--- src/rtl/mem_pkg.sv ---
// Shared types and helpers for the data-memory port: FSM states, funct3 encodings
// and the legality check applied before a bus cycle is started.
package mem_pkg;

  typedef enum logic [1:0] {
    IDLE   = 2'd0,
    ACCESS = 2'd1,
    DONE   = 2'd2
  } state_e;

  localparam logic [2:0] F3_B  = 3'b000;
  localparam logic [2:0] F3_H  = 3'b001;
  localparam logic [2:0] F3_W  = 3'b010;
  localparam logic [2:0] F3_BU = 3'b100;
  localparam logic [2:0] F3_HU = 3'b101;

  // Unsigned variants are load-only; halves need even, words need 4-byte alignment.
  function automatic logic access_legal(input logic [2:0] funct3, input logic [1:0] offset,
                                        input logic is_write);
    logic ok;
    ok = 1'b0;
    case (funct3)
      F3_B:    ok = 1'b1;
      F3_BU:   ok = !is_write;
      F3_H:    ok = (offset[0] == 1'b0);
      F3_HU:   ok = !is_write && (offset[0] == 1'b0);
      F3_W:    ok = (offset == 2'b00);
      default: ok = 1'b0;
    endcase
    return ok;
  endfunction

endpackage

--- src/rtl/load_align.sv ---
// Load-data steering: picks the addressed byte/half lane from the bus word and
// sign- or zero-extends it to 32 bits.
module load_align
  import mem_pkg::*;
(
  input  logic [2:0]  funct3,
  input  logic [1:0]  offset,
  input  logic [31:0] bus_rdata,
  output logic [31:0] rdata
);

  logic [7:0]  lane_b;
  logic [15:0] lane_h;

  assign lane_b = bus_rdata[{offset, 3'b000} +: 8];
  assign lane_h = offset[1] ? bus_rdata[31:16] : bus_rdata[15:0];

  always_comb begin
    rdata = bus_rdata;
    case (funct3)
      F3_B:    rdata = {{24{lane_b[7]}}, lane_b};
      F3_BU:   rdata = {24'h0, lane_b};
      F3_H:    rdata = {{16{lane_h[15]}}, lane_h};
      F3_HU:   rdata = {16'h0, lane_h};
      default: rdata = bus_rdata;
    endcase
  end

endmodule

--- src/rtl/data_mem_port.sv ---
// Data-memory endpoint for the EX/MEM stage: turns MemRead/MemWrite into a single
// outstanding req/ack bus cycle, stalling the pipeline until ack or timeout.
module data_mem_port
  import mem_pkg::*;
#(
  parameter int unsigned ADDR_W  = 32,
  parameter int unsigned TIMEOUT = 255
) (
  input  logic              clk,
  input  logic              rst_n,
  input  logic              mem_read,
  input  logic              mem_write,
  input  logic [2:0]        funct3,
  input  logic [ADDR_W-1:0] addr,
  input  logic [31:0]       wdata,
  output logic [31:0]       rdata,
  output logic              stall,
  output logic              access_err,
  output logic              bus_req,
  output logic              bus_we,
  output logic [ADDR_W-1:0] bus_addr,
  output logic [31:0]       bus_wdata,
  output logic [3:0]        bus_be,
  input  logic              bus_ack,
  input  logic [31:0]       bus_rdata
);

  localparam int unsigned CW = (TIMEOUT < 2) ? 1 : $clog2(TIMEOUT);

  state_e            state_q, state_d;
  logic [CW-1:0]     cnt_q, cnt_d;
  logic              req_q, req_d;
  logic              we_q, we_d;
  logic [ADDR_W-1:0] addr_q, addr_d;
  logic [31:0]       wdata_q, wdata_d;
  logic [3:0]        be_q, be_d;
  logic [31:0]       rdata_q, rdata_d;
  logic              err_q, err_d;
  logic [1:0]        off_q, off_d;
  logic [2:0]        f3_q, f3_d;

  logic              req_in;
  logic              legal;
  logic [31:0]       wdata_st;
  logic [3:0]        be_st;
  logic [31:0]       load_data;

  assign req_in = mem_read | mem_write;
  // mem_write takes priority, so a simultaneous read is checked as a store.
  assign legal  = access_legal(funct3, addr[1:0], mem_write);

  always_comb begin
    wdata_st = wdata;
    be_st    = 4'b1111;
    case (funct3[1:0])
      2'b00: begin
        wdata_st = {4{wdata[7:0]}};
        be_st    = 4'b0001 << addr[1:0];
      end
      2'b01: begin
        wdata_st = {2{wdata[15:0]}};
        be_st    = 4'b0011 << addr[1:0];
      end
      default: ;
    endcase
  end

  // Extension uses the copies captured at request time, not the live inputs.
  load_align u_load_align (
    .funct3    (f3_q),
    .offset    (off_q),
    .bus_rdata (bus_rdata),
    .rdata     (load_data)
  );

  always_comb begin
    state_d = state_q;
    cnt_d   = cnt_q;
    req_d   = req_q;
    we_d    = we_q;
    addr_d  = addr_q;
    wdata_d = wdata_q;
    be_d    = be_q;
    rdata_d = rdata_q;
    err_d   = 1'b0;
    off_d   = off_q;
    f3_d    = f3_q;
    unique case (state_q)
      IDLE: begin
        if (req_in) begin
          if (legal) begin
            state_d = ACCESS;
            cnt_d   = '0;
            req_d   = 1'b1;
            we_d    = mem_write;
            addr_d  = {addr[ADDR_W-1:2], 2'b00};
            wdata_d = wdata_st;
            be_d    = mem_write ? be_st : 4'b1111;
            off_d   = addr[1:0];
            f3_d    = funct3;
          end else begin
            err_d = 1'b1;
          end
        end
      end
      ACCESS: begin
        if (bus_ack) begin
          rdata_d = load_data;
          req_d   = 1'b0;
          state_d = DONE;
        end else if (cnt_q == CW'(TIMEOUT - 1)) begin
          rdata_d = '0;
          req_d   = 1'b0;
          err_d   = 1'b1;
          state_d = DONE;
        end else begin
          cnt_d = cnt_q + CW'(1);
        end
      end
      DONE:    state_d = IDLE;
      default: state_d = IDLE;
    endcase
  end

  always_ff @(posedge clk or negedge rst_n) begin
    if (!rst_n) begin
      state_q <= IDLE;
      cnt_q   <= '0;
      req_q   <= 1'b0;
      we_q    <= 1'b0;
      addr_q  <= '0;
      wdata_q <= '0;
      be_q    <= '0;
      rdata_q <= '0;
      err_q   <= 1'b0;
      off_q   <= '0;
      f3_q    <= '0;
    end else begin
      state_q <= state_d;
      cnt_q   <= cnt_d;
      req_q   <= req_d;
      we_q    <= we_d;
      addr_q  <= addr_d;
      wdata_q <= wdata_d;
      be_q    <= be_d;
      rdata_q <= rdata_d;
      err_q   <= err_d;
      off_q   <= off_d;
      f3_q    <= f3_d;
    end
  end

  assign stall      = (state_q == ACCESS) || ((state_q == IDLE) && req_in && legal);
  assign access_err = err_q;
  assign bus_req    = req_q;
  assign bus_we     = we_q;
  assign bus_addr   = addr_q;
  assign bus_wdata  = wdata_q;
  assign bus_be     = be_q;
  assign rdata      = rdata_q;

endmodule

--- config.mk ---
export PLATFORM = sky130hd
export DESIGN_NAME = data_mem_port
export DESIGN_NICKNAME = d
export VERILOG_FILES = /design/src/rtl/mem_pkg.sv /design/src/rtl/load_align.sv /design/src/rtl/data_mem_port.sv
export SDC_FILE = /design/constraint.sdc
export NUM_CORES = 1
export LEC_CHECK = 0
export CAP_MARGIN = 15
export CORE_MARGIN = 8
export CORE_UTILIZATION = 48
export DETAILED_ROUTE_END_ITERATION = 8
export PLACE_DENSITY = 0.86
export SLEW_MARGIN = 20
export SYNTH_ARGS = -nofsm -noshare
export SYNTH_HDL_FRONTEND = slang
export SYNTH_SLANG_ARGS = --single-unit
--- constraint.sdc ---
create_clock -name clk -period 5.3 [get_ports clk]
set_input_delay 1.06 -clock clk [delete_from_list [all_inputs] [get_ports clk]]
set_output_delay 1.06 -clock clk [all_outputs]
set_load 0.01 [all_outputs]
Word level (Yosys, flattened, before mapping)

Index checks and enable logic that the tools add are counted.

Input bits: 104
Logic and storage cells: 77
Register bits: 116
Output and inout bits: 104

Shift operators: 3
$add $sub $neg: 1
Reductions and logical operators: 17
Bitwise operators: 2
Eq/ne operators: 15
Mux-type cells: 28

Operators with widths:

| operator              | count |
|---|---|
| $pmux W32 S4          | 1 |
| $mux W32              | 2 |
| $pmux W32 S2          | 1 |
| $mux W8               | 4 |
| $shiftx A32 B6 Y8     | 1 |
| $mux W16              | 1 |
| $pmux W8 S2           | 1 |
| $eq A3 B3 Y1 const B  | 4 |
| $add A8 B1 Y8 const B | 1 |
| $eq A8 B8 Y1 const B  | 1 |
| $mux W1               | 8 |
| $mux W2               | 4 |
| $ne A2 B2 Y1 const B  | 4 |
| $pmux W4 S2           | 1 |
| $eq A3 B1 Y1 const B  | 2 |
| $logic_not A2 Y1      | 3 |
| $logic_not A3 Y1      | 2 |
| $reduce_and A3 Y1     | 2 |
| $pmux W1 S5           | 1 |
| $reduce_and A5 Y1     | 1 |
| $eq A2 B1 Y1 const B  | 2 |
| $mux W4               | 1 |
| $pmux W1 S2           | 2 |
| $pmux W2 S2           | 1 |
| 12 further kinds      | 15 |

Logic depth before layout (Yosys ltp)

Depth after elaboration: 6
Gate-level depth with buffers: 7
Mapped depth without buffers: 6

Hierarchy

Synthesis repeated with hierarchy kept, for this count alone.

Cell total of the unflattened synthesis: 484
Area, all modules: 5,799.3 um^2

Modules (own cells, without submodules):

| module        | cells each | area each (um^2) | sequential area each (um^2) | times used |
|---|---|---|---|---|
| data_mem_port | 388        | 4,953.5          | 2,902.8                     | 1 |
| load_align    | 96         | 845.8            | 0.0                         | 1 |

Worst setup path before layout

Ideal clock, no wire load.

Kind: in2out
Start point: in funct3[0]
End point: out stall
Data required time: 4.240 ns
Arrival: 2.015 ns
Stages on the path: 5
Slack: 2.225 ns
Path through: clkbuf_1 -> nor4_1 -> or2_2 -> o21ai_0 -> a21oi_1

Word-level cells in the longest chain between the ends: 4

RTL lines:

| what                                 | line                 | text |
|---|---|---|
| start, declared                      | data_mem_port.sv:13  | `input logic [2:0] funct3,` |
| $eq A3 B2 Y1 (tied with other cells) | mem_pkg.sv:22        | `case (funct3)` |
| $pmux W1 S5 (*)                      | mem_pkg.sv:22        |  |
| $logic_and A1 B1 Y1 (*)              | data_mem_port.sv:153 | `assign stall = (state_q == ACCESS) \|\| ((state_q == IDLE) && req_in && legal);` |
| $logic_or A1 B1 Y1 (*)               | data_mem_port.sv:153 |  |
| end, declared                        | data_mem_port.sv:17  | `output logic stall,` |

Every way passes the cells marked *; elsewhere a longest branch is shown, timed or not.

Final worst setup path

Same ends and word-level chain as after synthesis.

==> impl_metrics.yaml <==
place:
  portBuffers: 205
  dp_hpwl_um: 12170
  gp_congestion: 0.8366
  dpl-instance-area_sq_um: 7571
critical_path:
  critPathKind: "in2out"
  worstSetupStartpointType: "primary input"
  end_kind: "output port"
  reg2reg_setup_slack_ns: 2.86
  worst-path-max-fanout: 14
  required_ns: 4.24
  crit_arrival_ns: 3.28
floorplan:
  fp.dieH_um: 122.5
  start_util: 0.4846
  top_level_ports: 208
  fp.dieArea_sq_um: 14990
  coreArea_sq_um: 11220
  rows: 39
  die_w_um: 122.5
timing:
  post-route-period-util: 0.8185
  hold_viol_final: 0
  setup_violations: 0
  finalCriticalPeriod_ns: 4.338
  relSlewSlack: 0.3788
  fin_hold_ws_ns: 0.4775
  rsz0062_at_grt: "no"
  fmax_mhz: 230.5
  skew_ns: 0.009685
  timing.final.max_slew_violations: 0
  tns_ns: 0
  worst_slew_pin_slew_ns: 0.9317
power_and_ir_drop:
  peakVddDrop_mv: 0.3827
  leakage_nw: 3.568
  power_density_nw_per_um2: 513.8
global_route:
  grt_pass1_wl_um: 26320
  met3_usage: 0.1030
  overflow: 0
  grt_use_total: 0.2268
  antenna_found_initial: 0
  grt_max_degree: 91
  grt_use_met2: 0.3905
  grt_most_used_layer: "met2"
  grt_use_met1: 0.2399
  grt_pass1_vias: 4969
logic_synthesis:
  netlist_area_sq_um: 5439
  yosysSeqAreaShare: 0.5337
  synth_enable_flop_cells: 0
  synth_seq_cells: 116
  synthFlopType: "dfrtp_1"
  synth.top_cells.by_count: "dfrtp_1 (116), o21ai_0 (42), nand2_1 (34), mux2_2 (28), nor2_1 (28)"
  syn_avg_cell_area_sq_um: 11.60
  synth_cell_types: 48
  yosys-top-cells-area: "dfrtp_1 (53%), mux2_2 (5.8%), mux2_4 (5.0%)"
  ys_warn_count: 0
  yosys.area.top_type_share: 0.5337
  netlist_instances: 469
  synth.most_common_cell: "dfrtp_1"
  synthArstFlopShare: 1.000
  yosys.area.top_type: "dfrtp_1"
run:
  cap_viol_max_count: 0
cells_and_area:
  final_util: 0.7358
  n_fill_cell: 777
  layout.nets: 772
  stdcell_area_sq_um: 8258
  multiInputGateArea_sq_um: 2360
  drive_above_1_share: 0.1325
  diodes: 0
  syn_to_final_growth_pct: 51.83
  regArea_sq_um: 2903
cts:
  worstSkewPairLatency_ns: 0.41
  cts.sinks: 116
  cts_resized: 0
  htreeDepth: 4
  cts_hold_buf: 0
  numCtsBuffers: 17
  cts_setup_buffers: 0
  path_clk_slew_ns: 0.05
  clock_path_buffers: 2
  cts_tree: "built"
  ctsRootBufferMaster: "clkbuf_16"
hold_path:
  hp-class: "reg2reg"
routing:
  viasPerCell: 5.533
  final_antenna_net_count: 0
  first_pass_iters: 4
  wl_um: 16640
  wl_per_cell_um: 20.24
  drc: 0
  num_vias: 4548
  drtIter0Drc: 321
status:
  status: "complete, no violations"
==> report_power, final <==
part           internal, W  switching [W]  total (W)
clock             0.000879       0.000386    0.00127
combinational     0.000907       0.000616    0.00152
sequential         0.00121       0.000248    0.00145
==> layout make-up <==
class / count / share of cell area
Timing Repair Buffer: 211 / 0.2576
Sequential cell: 116 / 0.3515
Clock buffer: 22 / 0.05864
Multi-Input combinational cell: 312 / 0.2858
Inverter: 8 / 0.003636
Clock inverter: 10 / 0.02121
Tap cell: 143 / 0.02167
==> cells by family after synthesis <==
| kind of cell | count (synthesis) | share of synthesized area |
|---|---|---|
| AND/OR/NAND/NOR | 105 | 0.09593 |
| buffers and inverters | 42 | 0.03589 |
| adder cells (fa/ha/maj) | 2 | 0.004600 |
| flip-flops | 116 | 0.5337 |
| XOR/XNOR | 4 | 0.006441 |
| other | 1 | 0.0006895 |
| AO/OA/AOI/OAI | 126 | 0.1631 |
| multiplexers | 73 | 0.1596 |
==> path summary, 6_finish.rpt <==
check,start,endpoint,cells after the start
worst max register to register,off_q[1]$_DFFE_PN0P_,rdata[31]$_DFFE_PN0P_,4
worst max-delay path,funct3[0],stall,7
max in group asynchronous,rst_n,off_q[1]$_DFFE_PN0P_,3
worst min register to register,bus_wdata[12]$_DFFE_PN0P_,bus_wdata[12]$_DFFE_PN0P_,2
min in group asynchronous,rst_n,bus_req$_DFFE_PN0P_,1
worst min-delay path,bus_wdata[12]$_DFFE_PN0P_,bus_wdata[12]$_DFFE_PN0P_,2
==> per-layer routing <==
layer	share of wire	wire length [um]
met2	0.51	8548
met4	0.018	306
met3	0.11	1785
met1	0.36	5999
met5	0	0
==> registers in the layout, summed over array words and instances (netlist names) <==
register / cells
bus_wdata: 32
rdata: 32
bus_addr: 30
cnt_q: 8
bus_be: 4
f3_q: 3
off_q: 2
state_q: 2
access_err: 1
bus_req: 1
bus_we: 1
==> worst max-delay path, cell delays in order <==
cell             delay [ns]
clkdlybuf4s50_1        0.40
buf_4                  0.20
nor4_1                 0.56
or2_2                  0.23
o21ai_0                0.09
a21oi_1                0.17
clkdlybuf4s50_1        0.57
==> metrics by stage <==
stage / total power, W / cells / worst slack [ns]
2_1_floorplan: 0.002099 / 470 / 2.225
3_3_place_gp: 0.002932 / 789 / 1.087
3_5_place_dp: 0.002987 / 789 / 0.9564
4_1_cts: 0.004278 / 821 / 0.9635
5_1_grt: 0.004453 / 822 / 0.8372
6_report: 0.004243 / 822 / 0.9621
==> cell usage in the layout (no fill, tap or decap), drive strengths merged, types with 2 or more instances in the layout <==
cell type	instances
clkdlybuf4s50	204
dfrtp	116
mux2	46
o21ai	43
nand2	34
nor2	28
mux2i	26
clkbuf	22
a21oi	17
a221o	17
nor2b	10
nand2b	10
inv	8
o2bb2ai	8
a211oi	7
o221ai	7
buf	7
a32o	6
a211o	6
nand3	5
bufinv	5
clkinv	5
o22ai	4
xor2	4
nand4	3
and3	3
a21o	3
nand3b	2
a22o	2
and2	2
nor3	2
o2111ai	2
ha	2
conb	2
nor4	2
Power figures use the tool's default switching activity.
